**config.mk**
```make
export PLATFORM = sky130hd
export DESIGN_NAME = hex_display_arbiter
export DESIGN_NICKNAME = d
export VERILOG_FILES = /design/src/rtl/hex_display_arbiter.sv
export SDC_FILE = /design/constraint.sdc
export NUM_CORES = 1
export LEC_CHECK = 0
export ABC_CLOCK_PERIOD_IN_PS = 2800
export CAP_MARGIN = 15
export CORE_ASPECT_RATIO = 0.7
export CORE_MARGIN = 2
export CORE_UTILIZATION = 45
export DETAILED_ROUTE_END_ITERATION = 12
export PLACE_DENSITY = 0.71
export SLEW_MARGIN = 25
export SYNTH_ARGS = -nofsm -noshare
export SYNTH_HDL_FRONTEND = slang
export SYNTH_SLANG_ARGS = --single-unit
```
**constraint.sdc**
```tcl
create_clock -name ms_clk -period 2.8 [get_ports ms_clk]
set_clock_uncertainty 0.05 [all_clocks]
set_input_delay 0.56 -clock ms_clk [delete_from_list [all_inputs] [get_ports ms_clk]]
set_output_delay 0.56 -clock ms_clk [all_outputs]
set_load 0.02 [all_outputs]
```
**src/rtl/hex_display_arbiter.sv**
```systemverilog
`default_nettype none
// ============================================================================
// Module   : hex_display_arbiter
// Purpose  : Shares the six-digit HEX display among three requesting sources.
//            Uses round-robin arbitration with a minimum dwell time per owner.
//            With no requester active it shows an idle blink pattern:
//            all zeros for half a period, then all blanks (4'hF).
// Revision : 1.0 - initial release
// ============================================================================
module hex_display_arbiter #(
  parameter int DWELL_MS     = 1000,  // cycles an owner keeps the display before preemption
  parameter int BLINK_PERIOD = 200    // full idle blink period, even, >= 2
) (
  input  logic        ms_clk,
  input  logic        Reset,
  input  logic [2:0]  req,
  input  logic [23:0] src0_digits,
  input  logic [23:0] src1_digits,
  input  logic [23:0] src2_digits,
  output logic [2:0]  grant,
  output logic        idle,
  output logic [3:0]  d0,
  output logic [3:0]  d1,
  output logic [3:0]  d2,
  output logic [3:0]  d3,
  output logic [3:0]  d4,
  output logic [3:0]  d5
);

  // --------------------------------------------------------------------------
  // Constants
  // --------------------------------------------------------------------------
  localparam logic [15:0] DWELL_LAST = 16'(DWELL_MS - 1);
  localparam logic [15:0] BLINK_LAST = 16'(BLINK_PERIOD - 1);
  localparam logic [15:0] BLINK_HALF = 16'(BLINK_PERIOD / 2);
  localparam logic [23:0] ALL_ZERO   = 24'h000000;
  localparam logic [23:0] ALL_BLANK  = 24'hFFFFFF;

  typedef enum logic [0:0] {
    ST_IDLE = 1'b0,
    ST_OWN  = 1'b1
  } state_t;

  // --------------------------------------------------------------------------
  // State
  // --------------------------------------------------------------------------
  state_t      state;
  logic [1:0]  last_grant;   // index of the current/most recent owner
  logic [15:0] dwell_cnt;
  logic [15:0] blink_cnt;
  logic [23:0] disp;         // packed d5..d0, registered

  // --------------------------------------------------------------------------
  // Helper functions
  // --------------------------------------------------------------------------

  // Round-robin pick: first set bit searching upward from last+1 (mod 3).
  // Callers only use the result when r is non-zero.
  function automatic logic [1:0] rr_pick(input logic [2:0] r, input logic [1:0] last);
    logic [3:0] rx;
    logic [1:0] first;
    logic [1:0] second;
    logic [1:0] third;
    rx = {1'b0, r};
    case (last)
      2'd0:    begin first = 2'd1; second = 2'd2; third = 2'd0; end
      2'd1:    begin first = 2'd2; second = 2'd0; third = 2'd1; end
      default: begin first = 2'd0; second = 2'd1; third = 2'd2; end
    endcase
    if (rx[first])       rr_pick = first;
    else if (rx[second]) rr_pick = second;
    else                 rr_pick = third;
  endfunction

  // One-hot encoding of a source index.
  function automatic logic [2:0] onehot(input logic [1:0] idx);
    case (idx)
      2'd0:    onehot = 3'b001;
      2'd1:    onehot = 3'b010;
      2'd2:    onehot = 3'b100;
      default: onehot = 3'b000;
    endcase
  endfunction

  // --------------------------------------------------------------------------
  // Combinational next-state helpers
  // --------------------------------------------------------------------------
  logic [3:0]  req_x;
  logic        owner_req;
  logic [2:0]  other_req;
  logic [1:0]  idle_pick;
  logic [1:0]  other_pick;
  logic [15:0] blink_next;
  logic [15:0] dwell_next;
  logic [23:0] idle_pick_digits;
  logic [23:0] other_pick_digits;
  logic [23:0] owner_digits;

  assign req_x      = {1'b0, req};
  assign owner_req  = req_x[last_grant];
  // In OWN, last_grant is the owner, so masking it leaves the waiting requesters.
  assign other_req  = req & ~onehot(last_grant);
  assign idle_pick  = rr_pick(req, last_grant);
  assign other_pick = rr_pick(other_req, last_grant);
  assign blink_next = (blink_cnt == BLINK_LAST) ? 16'd0 : blink_cnt + 16'd1;
  assign dwell_next = (dwell_cnt == DWELL_LAST) ? dwell_cnt : dwell_cnt + 16'd1;

  // Digit mux for the three possible sources (new pick from idle, new pick
  // while owned, and the current owner).
  always_comb begin
    idle_pick_digits  = src0_digits;
    other_pick_digits = src0_digits;
    owner_digits      = src0_digits;
    case (idle_pick)
      2'd1:    idle_pick_digits = src1_digits;
      2'd2:    idle_pick_digits = src2_digits;
      default: idle_pick_digits = src0_digits;
    endcase
    case (other_pick)
      2'd1:    other_pick_digits = src1_digits;
      2'd2:    other_pick_digits = src2_digits;
      default: other_pick_digits = src0_digits;
    endcase
    case (last_grant)
      2'd1:    owner_digits = src1_digits;
      2'd2:    owner_digits = src2_digits;
      default: owner_digits = src0_digits;
    endcase
  end

  // --------------------------------------------------------------------------
  // Arbiter FSM with registered outputs
  // --------------------------------------------------------------------------
  always_ff @(posedge ms_clk) begin
    if (Reset) begin
      state      <= ST_IDLE;
      grant      <= 3'b000;
      idle       <= 1'b1;
      last_grant <= 2'd2;      // source 0 gets first priority after reset
      dwell_cnt  <= 16'd0;
      blink_cnt  <= 16'd0;
      disp       <= ALL_ZERO;
    end else begin
      case (state)
        ST_IDLE: begin
          if (req != 3'b000) begin
            state      <= ST_OWN;
            grant      <= onehot(idle_pick);
            idle       <= 1'b0;
            last_grant <= idle_pick;
            dwell_cnt  <= 16'd0;
            disp       <= idle_pick_digits;
          end else begin
            // Digits always reflect the phase of the blink counter value held.
            blink_cnt <= blink_next;
            disp      <= (blink_next < BLINK_HALF) ? ALL_ZERO : ALL_BLANK;
          end
        end

        ST_OWN: begin
          if (!owner_req) begin
            if (other_req != 3'b000) begin
              // Release with others waiting: hand over without a zero-grant gap.
              grant      <= onehot(other_pick);
              last_grant <= other_pick;
              dwell_cnt  <= 16'd0;
              disp       <= other_pick_digits;
            end else begin
              // Release with nobody waiting: blink phase restarts from zero.
              state     <= ST_IDLE;
              grant     <= 3'b000;
              idle      <= 1'b1;
              blink_cnt <= 16'd0;
              disp      <= ALL_ZERO;
            end
          end else if ((dwell_cnt == DWELL_LAST) && (other_req != 3'b000)) begin
            // Dwell expired and someone else is waiting: preempt.
            grant      <= onehot(other_pick);
            last_grant <= other_pick;
            dwell_cnt  <= 16'd0;
            disp       <= other_pick_digits;
          end else begin
            dwell_cnt <= dwell_next;
            disp      <= owner_digits;
          end
        end

        default: begin
          state <= ST_IDLE;
          grant <= 3'b000;
          idle  <= 1'b1;
          disp  <= ALL_ZERO;
        end
      endcase
    end
  end

  // --------------------------------------------------------------------------
  // Output unpacking
  // --------------------------------------------------------------------------
  assign d0 = disp[3:0];
  assign d1 = disp[7:4];
  assign d2 = disp[11:8];
  assign d3 = disp[15:12];
  assign d4 = disp[19:16];
  assign d5 = disp[23:20];

endmodule
`default_nettype wire
```
======== Word-level counts from Yosys, hierarchy flattened ========
Cells that the tools add are included.
word-level totals
  bits in registers ....................... 63
  logic and storage cells ................. 100
  bits of input ports ..................... 77
  output and inout port bits .............. 28
cells by class
  reductions and logical operators ........ 11
  equal/unequal tests ..................... 15
  mux-type cells .......................... 58
  bitwise operators ....................... 3
  magnitude comparators ................... 4
  $add $sub $neg .......................... 2
operators by type and width
  kind                                                    count
  one-hot mux 24 bit (2 select lines)                     4
  2-to-1 mux 16 bit                                       9
  2-to-1 mux 24 bit                                       5
  one-hot mux 16 bit (2 select lines)                     2
  adder 16 x 1 -> 16 bit (second input constant)          2
  one-hot mux 3 bit (3 select lines)                      3
  equality test 16 x 10 -> 1 bit (second input constant)  1
  equality test 16 x 8 -> 1 bit (second input constant)   1
  < comparator 16 x 7 -> 1 bit (second input constant)    1
  2-to-1 mux 2 bit                                        8
  one-hot mux 2 bit (2 select lines)                      4
  2-to-1 mux 3 bit                                        4
  AND reduction 3 bit                                     4
  2-to-1 mux 1 bit                                        11
  binary-select mux 1 bit (select 2 bit)                  5
  < comparator 2 x 3 -> 1 bit (second input constant)     3
  inequality test 2 bit (second input constant)           4
  equality test 2 x 1 -> 1 bit (second input constant)    3
  equality test 2 bit (second input constant)             3
  zero test 2 bit                                         3
  one-hot mux 3 bit (2 select lines)                      1
  nonzero test 3 bit                                      2
  inequality test 4 x 3 -> 1 bit (second input constant)  1
  one-hot mux 1 bit (2 select lines)                      2
  other kinds (7)                                         7

======== Depth between registers and ports, before layout ========
Gate-level depths: netlist (run 1).
  depth after elaboration ................. 13
  mapped depth ............................ 13
  gate-level depth less buffers ........... 10

======== Least setup slack after synthesis (run 1) ========
Ideal clock, no wire load.
  kind .................................... register -> register
  from .................................... register last_grant[0]
  to ...................................... register disp[10]
  stages on the path, launching flop included .. 12
  path buffers ............................ 2
  data arrival time ....................... 2.566 ns
  path slack .............................. 0.042 ns
  required time ........................... 2.607 ns
  period minus slack after synthesis ...... 2.758 ns
  library setup time ...................... 0.143 ns
  cell sequence ........................... dfxtp_1 > inv_1 > ha_1 > clkbuf_1 > or4_1 > o21ai_0 > inv_1 > ha_1 > mux2_4 > buf_2 > nor2_1 > o221ai_2
between the ends
  cells in the longest elaborated chain, start to end .. 13
  elaborated cells on any way between the ends .. 37
  classes of those cells .................. eq/ne (6); mux (26); bitwise (2); reduce/logical (3)
ends and longest elaborated chain
  element                                                              line      RTL
  from (decl)                                                          48        logic [1:0] last_grant;
  from (signal assigned)                                               150       last_grant <= idle_pick;
  from (signal assigned)                                               165       last_grant <= other_pick;
  from (signal assigned)                                               179       last_grant <= other_pick;
  equality test 2 bit, or another cell as far along                    77, 124
  one-hot mux 3 bit (3 select lines)                                   77        case (idx)
  inverter 3 bit                                                       102       assign other_req = req & ~onehot(last_grant);
  bitwise AND 3 bit                                                    102
  binary-select mux 1 bit (select 2 bit)                               71        else if (rx[second]) rr_pick = second;
  2-to-1 mux 1 bit (not written as such)                               71
  2-to-1 mux 2 bit                                                     71
  2-to-1 mux 2 bit                                                     70        if (rx[first]) rr_pick = first;
  equality test 2 bit or equality test 2 x 1 -> 1 bit (tied branches)  119       case (other_pick)
  one-hot mux 24 bit (2 select lines)                                  119
  2-to-1 mux 24 bit (on tied branches)                                 162, 176
  2-to-1 mux 24 bit                                                    161       if (!owner_req) begin
  one-hot mux 24 bit (2 select lines) *                                144       case (state)
  to (signal assigned)                                                 152       disp <= idle_pick_digits;
  to (signal assigned)                                                 156       disp <= (blink_next < BLINK_HALF) ? ALL_ZERO : ALL_BLANK;
  to (signal assigned)                                                 167       disp <= other_pick_digits;
  to (decl)                                                            51        logic [23:0] disp;
Every way passes the cells marked *; elsewhere a longest branch is shown, timed or not. The select of a mux whose other input is x is not followed.
A chain may end at the register's enable or synchronous reset.

======== Final worst setup path (run 1) ========
  from .................................... input req[0]
  to ...................................... register disp[19]
between the ends
  cells in the longest elaborated chain, start to end .. 10
  elaborated cells on any way between the ends .. 29
  classes of those cells .................. eq/ne (4); mux (21); bitwise (1); reduce/logical (3)
ends and longest elaborated chain
  element                                                              line      RTL
  from (decl)                                                          16        input logic [2:0] req,
  bitwise AND 3 bit                                                    102
  binary-select mux 1 bit (select 2 bit)                               71
  2-to-1 mux 1 bit (not written as such)                               71
  2-to-1 mux 2 bit                                                     71
  2-to-1 mux 2 bit                                                     70
  equality test 2 bit or equality test 2 x 1 -> 1 bit (tied branches)  119
  one-hot mux 24 bit (2 select lines)                                  119
  2-to-1 mux 24 bit (on tied branches)                                 162, 176
  2-to-1 mux 24 bit                                                    161
  one-hot mux 24 bit (2 select lines) *                                144
Marks and branches as above.

==> results of run 1 <==
area by class of cell:
class                      instances  share of cell area [%]
multi-input combinational        420                   49.01
timing repair buffer             151                   23.26
sequential                        63                   19.33
clock buffer                      11                   3.564
tap                              132                   2.529
clock inverter                     5                   1.629
inverter                          11                  0.6323
antenna                            1                 0.03832
Yosys cell counts, drive strengths merged (4+ instances only):
master	n	area (µm²)
a211oi	7	52.55
nand3	9	45.04
nand2	22	85.09
nor4	9	101.4
inv	11	41.29
a21oi	39	206.5
nand2b	9	63.81
ha	11	137.6
clkbuf	32	128.9
nor2b	8	50.05
mux2i	4	40.04
and3	5	31.28
dfxtp	63	1261
xnor2	17	148.9
o221ai	48	608.1
buf	25	146.4
nor2	57	214.0
nand4	14	93.84
nor3	11	55.05
o31ai	6	45.04
a22o	72	630.6
o21ai	24	120.1
per-stage QoR:
| step | worst slack [ns] | utilization, % |
|---|---|---|
| after floorplan | 0.04170 | - |
| after global placement | -0.2587 | 59.54 |
| after detailed placement | -0.3175 | 59.54 |
| after CTS | 0.01513 | 62.97 |
| after global routing | -0.008244 | 63.51 |
| final | 0.04425 | 63.53 |
tightest hold or removal path, cell delays in order, from the launching register on:
cell,delay [ns]
dfxtp_1,0.31
nor2_1,0.10
a211oi_1,0.05
layer usage:
layer / global-route usage (%) / up-vias / share of wire [%] / routed length (µm)
met2: 42.08 / 297 / 44 / 6847
met4: 8.392 / 0 / 1.4 / 221
met1: 35.73 / 2398 / 45 / 6981
li1: - / 2357 / - / -
met5: 0 / - / 0 / 0
met3: 7.421 / 28 / 9.6 / 1497
how the worst max path moves through the flow:
stage          slack, ns           from       end
2_1_floorplan       0.04  last_grant[0]  disp[10]
3_3_place_gp       -0.26         req[1]  disp[10]
3_5_place_dp       -0.32         req[1]   disp[0]
4_1_cts             0.02         req[1]  disp[19]
5_1_grt           -0.008         req[0]   disp[0]
6_report            0.04         req[0]  disp[19]
logic make-up (layout without fill, tap and decap cells):
logic type               Yosys count  after routing  share of synthesized area (%)
multiplexers                       6              8                          1.409
flip-flops                        63             63                          26.81
AND/OR/NAND/NOR                  163            163                          19.04
XOR/XNOR                          20             20                          3.723
adder cells (fa/ha/maj)           12             12                          3.138
other                              0              1                              0
buffers and inverters             68            178                          6.728
AO/OA/AOI/OAI                    217            217                          39.15
power by group through the flow:
| stage | registers [W] | logic, W | clock network, W |
|---|---|---|---|
| after floorplan | 0.00116 | 0.000942 | 0 |
| after global placement | 0.00106 | 0.00170 | 0 |
| after detailed placement | 0.00106 | 0.00173 | 0 |
| after CTS | 0.00105 | 0.00177 | 0.00131 |
| after global routing | 0.00106 | 0.00195 | 0.00134 |
| final | 0.00105 | 0.00184 | 0.00130 |
sequential cells by signal, summed over array words and instances, names as in the netlist:
| register | count |
|---|---|
| idle | 1 |
| last_grant | 2 |
| state | 1 |
| dwell_cnt | 16 |
| blink_cnt | 16 |
| disp | 24 |
| grant | 3 |
timing repair:
action                     CTS  global route
pin swaps                    0             1
gates resized for setup      1            10
gates cloned                 1             1
setup endpoints to repair    3            24
setup buffers                0             0
==> summary.txt, run 1 <==
Logic synthesis
  • Avg Cell Area, Syn: around 8.6 µm²
  • Distinct cells, synth: 64
  • Ys async rst share: 0%
  • Synthesized Nets: 637
  • Post-synth EDFFs: 0
  • Mapped cell area: 4705 µm²
  • Top_reg_cell synth: dfxtp_1
  • Synth warn: 0
  • Synthesis-stage register bit count: 63
  • Gate Count Post-Synth: between 500 and 600
  • Register area share after synthesis: 26.81%

Critical path
  • Reg2reg end: disp[19]
  • Worst Path Max Fanout: 13
  • Reg2reg path depth: 10
  • Crit path largest cell delay: roughly 0.48 ns
  • Worst Path Required: 2.94 ns
  • Worst setup SP type: primary input
  • Largest delay contributor family on the critical path: buffers and inverters
  • Cell depth of the worst setup path: 10
  • FF-to-FF Start: last_grant[1]
  • R2R Setup Slk: 0.14 ns
  • Critical Path AT: 2.90 ns
  • Setup CP Type: in2reg
  • Crit end category: flop
  • CP Buf/Inv Count: 3
  • Cell breakdown of the critical path: clkdlybuf4s50_1 -> nor2b_1 -> or4_1 -> o21ai_0 -> inv_1 -> ha_4 -> nand2b_4 -> buf_12 -> o221ai_2 -> o221ai_1
  • Critical-path top delay cell: clkdlybuf4s50_1

Worst hold path
  • Hold EP: grant[0]
  • HP Class: reg2reg
  • Min-Delay Startpoint: grant[0]
  • Hold path depth: 2

Global routing
  • Largest net degree at the start of global routing: 25
  • Vias in the first global route: about 4,800
  • Initial antenna violation count: 0
  • Total track usage: between 20% and 30%
  • Overflow after GRT: 0
  • First-pass GRT wire length: between 20 and 25 mm

Final layout
  • Multi-input logic area: 3201 µm²
  • Most common cell after layout, fill and taps aside: clkdlybuf4s50_1
  • Fin nets: about 740
  • Filler cells: 860
  • Most frequent cells in the layout: clkdlybuf4s50_1 (104), a22o_1 (72), dfxtp_1 (62)
  • Fin area: 6530 µm²
  • Register area: 1262 µm²
  • Syn-to-layout area delta: 38.80%
  • Ratio of cells with drive above 1 in the final layout: 18.15%
  • Final non-filler cell total: around 790

Pwr
  • PD cells: ~640 nW/µm²
  • Sequential power share: between 20% and 30%
  • LEAKAGE: approximately 2.4 nW
  • Sw frac: a little over a third
  • Clock power share: 31.0%
  • Peak supply drop: 0.3428 mV
  • Pint: 0.002716 W
  • Psw: between 0.001 and 0.0015 W
  • Comb pwr share: 43.9%
  • Power Total: 0.004187 W

CTS
  • CTS hold repair buffers: 0
  • H-Tree Depth: 3
  • Worst-Skew Late Latency: 0.34 ns
  • CTS clock-pin slew for the worst setup and hold paths: approximately 0.060 ns
  • CTS sink count: 63
  • Root buffer cell: clkbuf_16
  • Clock buffer count from CTS: 9
  • CTS tree: built
  • Clock Path Buffers: 2

Routing
  • Number of vias per cell: 6.398
  • First-pass iteration count of the detailed router: 5
  • DRC: 0
  • Post-route ant nets: 0
  • Final wirelength: 15.55 mm
  • Routed WL per cell: 19.58 µm
  • Routed vias: around 5,000
  • Initial drt markers: about 640

Placed design
  • Port Buf Inserts: ~100
  • DP Wirelength: 10.13 mm
  • DP Area: 6120 µm²
  • DP Cell Count: 775
  • Final Wtd Congestion: 0.8650

STA
  • Max transition margin: 58.47%
  • Measured slew at the worst slew-check pin: 0.6173 ns
  • Fmax: 0.3629 GHz
  • Final period util: 98.42%
  • Fin. Hold Viols: 0
  • Fin Setup TNS: 0 ns
  • Setup violators final: 0
  • Min Hold Slack: around 0.46 ns
  • Max-slew violation count: 0
  • Post-layout minimum cycle time: 2.756 ns

Floorplanning
  • Std cell rows: 31
  • Die width: around 130 µm
  • Effective utilization at floorplan: 45.77%
  • Core area: 10,280 µm²
  • DIE HEIGHT: 89.55 µm
  • Ports: 105
  • DIE AREA: 11,300 µm²

Run status
  • Status: finished clean

Run
  • Max Cap Viol: 0
Power figures use the tool's default switching activity.
==> run 2, diff against run 1 <==
--- a/config.mk
+++ b/config.mk
@@ -12,6 +12,7 @@
 export CORE_UTILIZATION = 45
 export DETAILED_ROUTE_END_ITERATION = 12
 export PLACE_DENSITY = 0.71
+export REMOVE_ABC_BUFFERS = 1
 export SLEW_MARGIN = 25
 export SYNTH_ARGS = -nofsm -noshare
 export SYNTH_HDL_FRONTEND = slang
==> summary.txt, run 2 (synthesized netlist as in run 1, its figures left out) <==
Run status
  • Status: finished clean

CTS
  • CTS tree: built
  • Clock Path Buffers: 2
  • CTS sink count: 63
  • Clock buffer count from CTS: 9
  • CTS hold repair buffers: 0
  • H-Tree Depth: 3
  • Root buffer cell: clkbuf_16
  • CTS clock-pin slew for the worst setup and hold paths: 0.06 ns
  • Setup Buffers After CTS: 0
  • Worst-Skew Late Latency: between 0.3 and 0.4 ns

Placed design
  • Port Buf Inserts: 104
  • DP Wirelength: 10.61 mm
  • DP Cell Count: 776
  • Final Wtd Congestion: 0.8985

Final layout
  • Ratio of cells with drive above 1 in the final layout: a little under a fifth
  • Most frequent cells in the layout: clkdlybuf4s50_1 (104), a22o_1 (72), dfxtp_1 (62)
  • Largest Register: disp
  • Fin nets: 744
  • Max reg flops: 24
  • Final non-filler cell total: roughly 790
  • Most common cell after layout, fill and taps aside: clkdlybuf4s50_1
  • Filler cells: 832
  • Top flop regs: disp x24, blink_cnt x16, dwell_cnt x16
  • Syn-to-layout area delta: 38.19%
  • ANT cells: 0

Routing
  • Routed vias: 5,034
  • Final wirelength: approximately 15 mm
  • DRC: 0
  • First-pass iteration count of the detailed router: 7
  • Routed WL per cell: 19.48 µm
  • Number of vias per cell: 6.348
  • Post-route ant nets: 0
  • Initial drt markers: approximately 430

Critical path
  • Critical Path AT: 2.81 ns
  • Crit path largest cell delay: approximately 0.47 ns
  • Worst Path Max Fanout: 19
  • Setup CP Type: in2reg
  • CP Buf/Inv Count: 2
  • Critical-path top delay cell: clkdlybuf4s50_1
  • Worst Path Required: slightly below 3 ns
  • Largest delay contributor family on the critical path: compound AO/OA/AOI/OAI gates
  • Cell breakdown of the critical path: clkdlybuf4s50_1 -> or3b_2 -> a21bo_2 -> a22oi_2 -> ha_2 -> buf_6 -> a22o_1 -> o221ai_2 -> o221ai_1
  • Crit end category: flop
  • Worst setup SP type: primary input

STA
  • Post-layout minimum cycle time: between 2 and 3 ns
  • Fin Setup TNS: 0 ns
  • Max-slew violation count: 0
  • Fmax: 0.3735 GHz
  • Measured slew at the worst slew-check pin: between 0.6 and 0.7 ns
  • Final period util: 95.61%
  • Min Hold Slack: 0.4378 ns
  • Max transition margin: a little under three fifths
  • Setup violators final: 0
  • RSZ-0062 raised after global routing: no
  • Fin. Hold Viols: 0

Pwr
  • LEAKAGE: 2.372 nW
  • Peak supply drop: 0.3812 mV
  • PD cells: 631.4 nW/µm²

Global routing
  • GR met1 Demand/Resource: 35.74%
  • Initial antenna violation count: 0
  • Largest net degree at the start of global routing: 25
  • Most used routing layer: met2
  • First-pass GRT wire length: 24.59 mm
  • Grt met3 use: 4.010%
  • Total track usage: between 20 and 30%
  • Overflow after GRT: 0
  • Vias in the first global route: 4,921
  • Met2 usage: between 40% and 50%

Floorplanning
  • Effective utilization at floorplan: around 46%
  • DIE HEIGHT: 89.55 µm
  • Std cell rows: 31
  • Ports: 105
  • Die width: 126.2 µm
  • Core area: 10,280 µm²
  • DIE AREA: 11,300 µm²

Worst hold path
  • HP Class: reg2reg

Run
  • Max Cap Viol: 0
==> run 2: path summary, 6_finish.rpt <==
path                 start  endpoint  slack [ns]  depth (start not counted)
min reg2reg           idle      idle        0.44                          2
min                   idle      idle        0.44                          2
max reg2reg  last_grant[1]  disp[20]        0.15                         11
max                 req[1]  disp[16]        0.12                          9
==> run 2: final cells by class <==
class                           count  area [µm²]  share of cell area (%)
Multi-Input combinational cell    419        3191                   49.08
Timing Repair Buffer              152        1518                   23.34
Sequential cell                    63        1262                   19.42
Clock buffer                       11       242.7                   3.734
Tap cell                          132       165.2                   2.540
Clock inverter                      5       81.33                   1.251
Inverter                           11       41.29                  0.6351
==> run 2: metal layers <==
metal | routed length, µm | vias up
met3 | 1003 | 37
met2 | 7101 | 215
met4 | 401 | 0
li1 | - | 2341
met1 | 6941 | 2441
met5 | 0 | -
==> run 2: what timing repair did <==
item,in CTS,in global routing
resized for setup,3,10
setup endpoints to repair,20,24
pin swaps,0,2
gates cloned,0,1
==> run 2: worst register-to-register path: stages, from the launching register on <==
cell,delay (ns)
dfxtp_1,0.31
inv_1,0.14
ha_1,0.19
buf_4,0.16
nor2b_1,0.07
or4_1,0.39
o21ai_1,0.12
inv_1,0.13
ha_4,0.29
mux2_4,0.38
nor2_1,0.14
o221ai_1,0.14
==> run 2: per-stage QoR <==
stage	total power [W]	cell area, µm²	utilization [%]	worst slack [ns]
5_1_grt	0.004271	6501	63.25	0.01425
2_1_floorplan	0.002009	4429	-	-0.7911
4_1_cts	0.004039	6454	62.79	0.04918
3_3_place_gp	0.002747	6115	59.49	-0.2690
3_5_place_dp	0.002798	6115	59.49	-0.3522
6_report	0.004105	6501	63.25	0.1228
==> run 2: power by group <==
group          switching, W  total [W]  internal (W)
Clock              0.000432    0.00124      0.000804
Combinational      0.000987    0.00183      0.000840
Sequential        0.0000458    0.00104      0.000997
==> run 3, diff against run 2 <==
--- a/config.mk
+++ b/config.mk
@@ -11,6 +11,7 @@
 export CORE_MARGIN = 2
 export CORE_UTILIZATION = 45
 export DETAILED_ROUTE_END_ITERATION = 12
+export HOLD_SLACK_MARGIN = 0.02
 export PLACE_DENSITY = 0.71
 export REMOVE_ABC_BUFFERS = 1
 export SLEW_MARGIN = 25
==> results of run 3 <==
No change in the layout: final DEF, timing and power equal those of run 2.
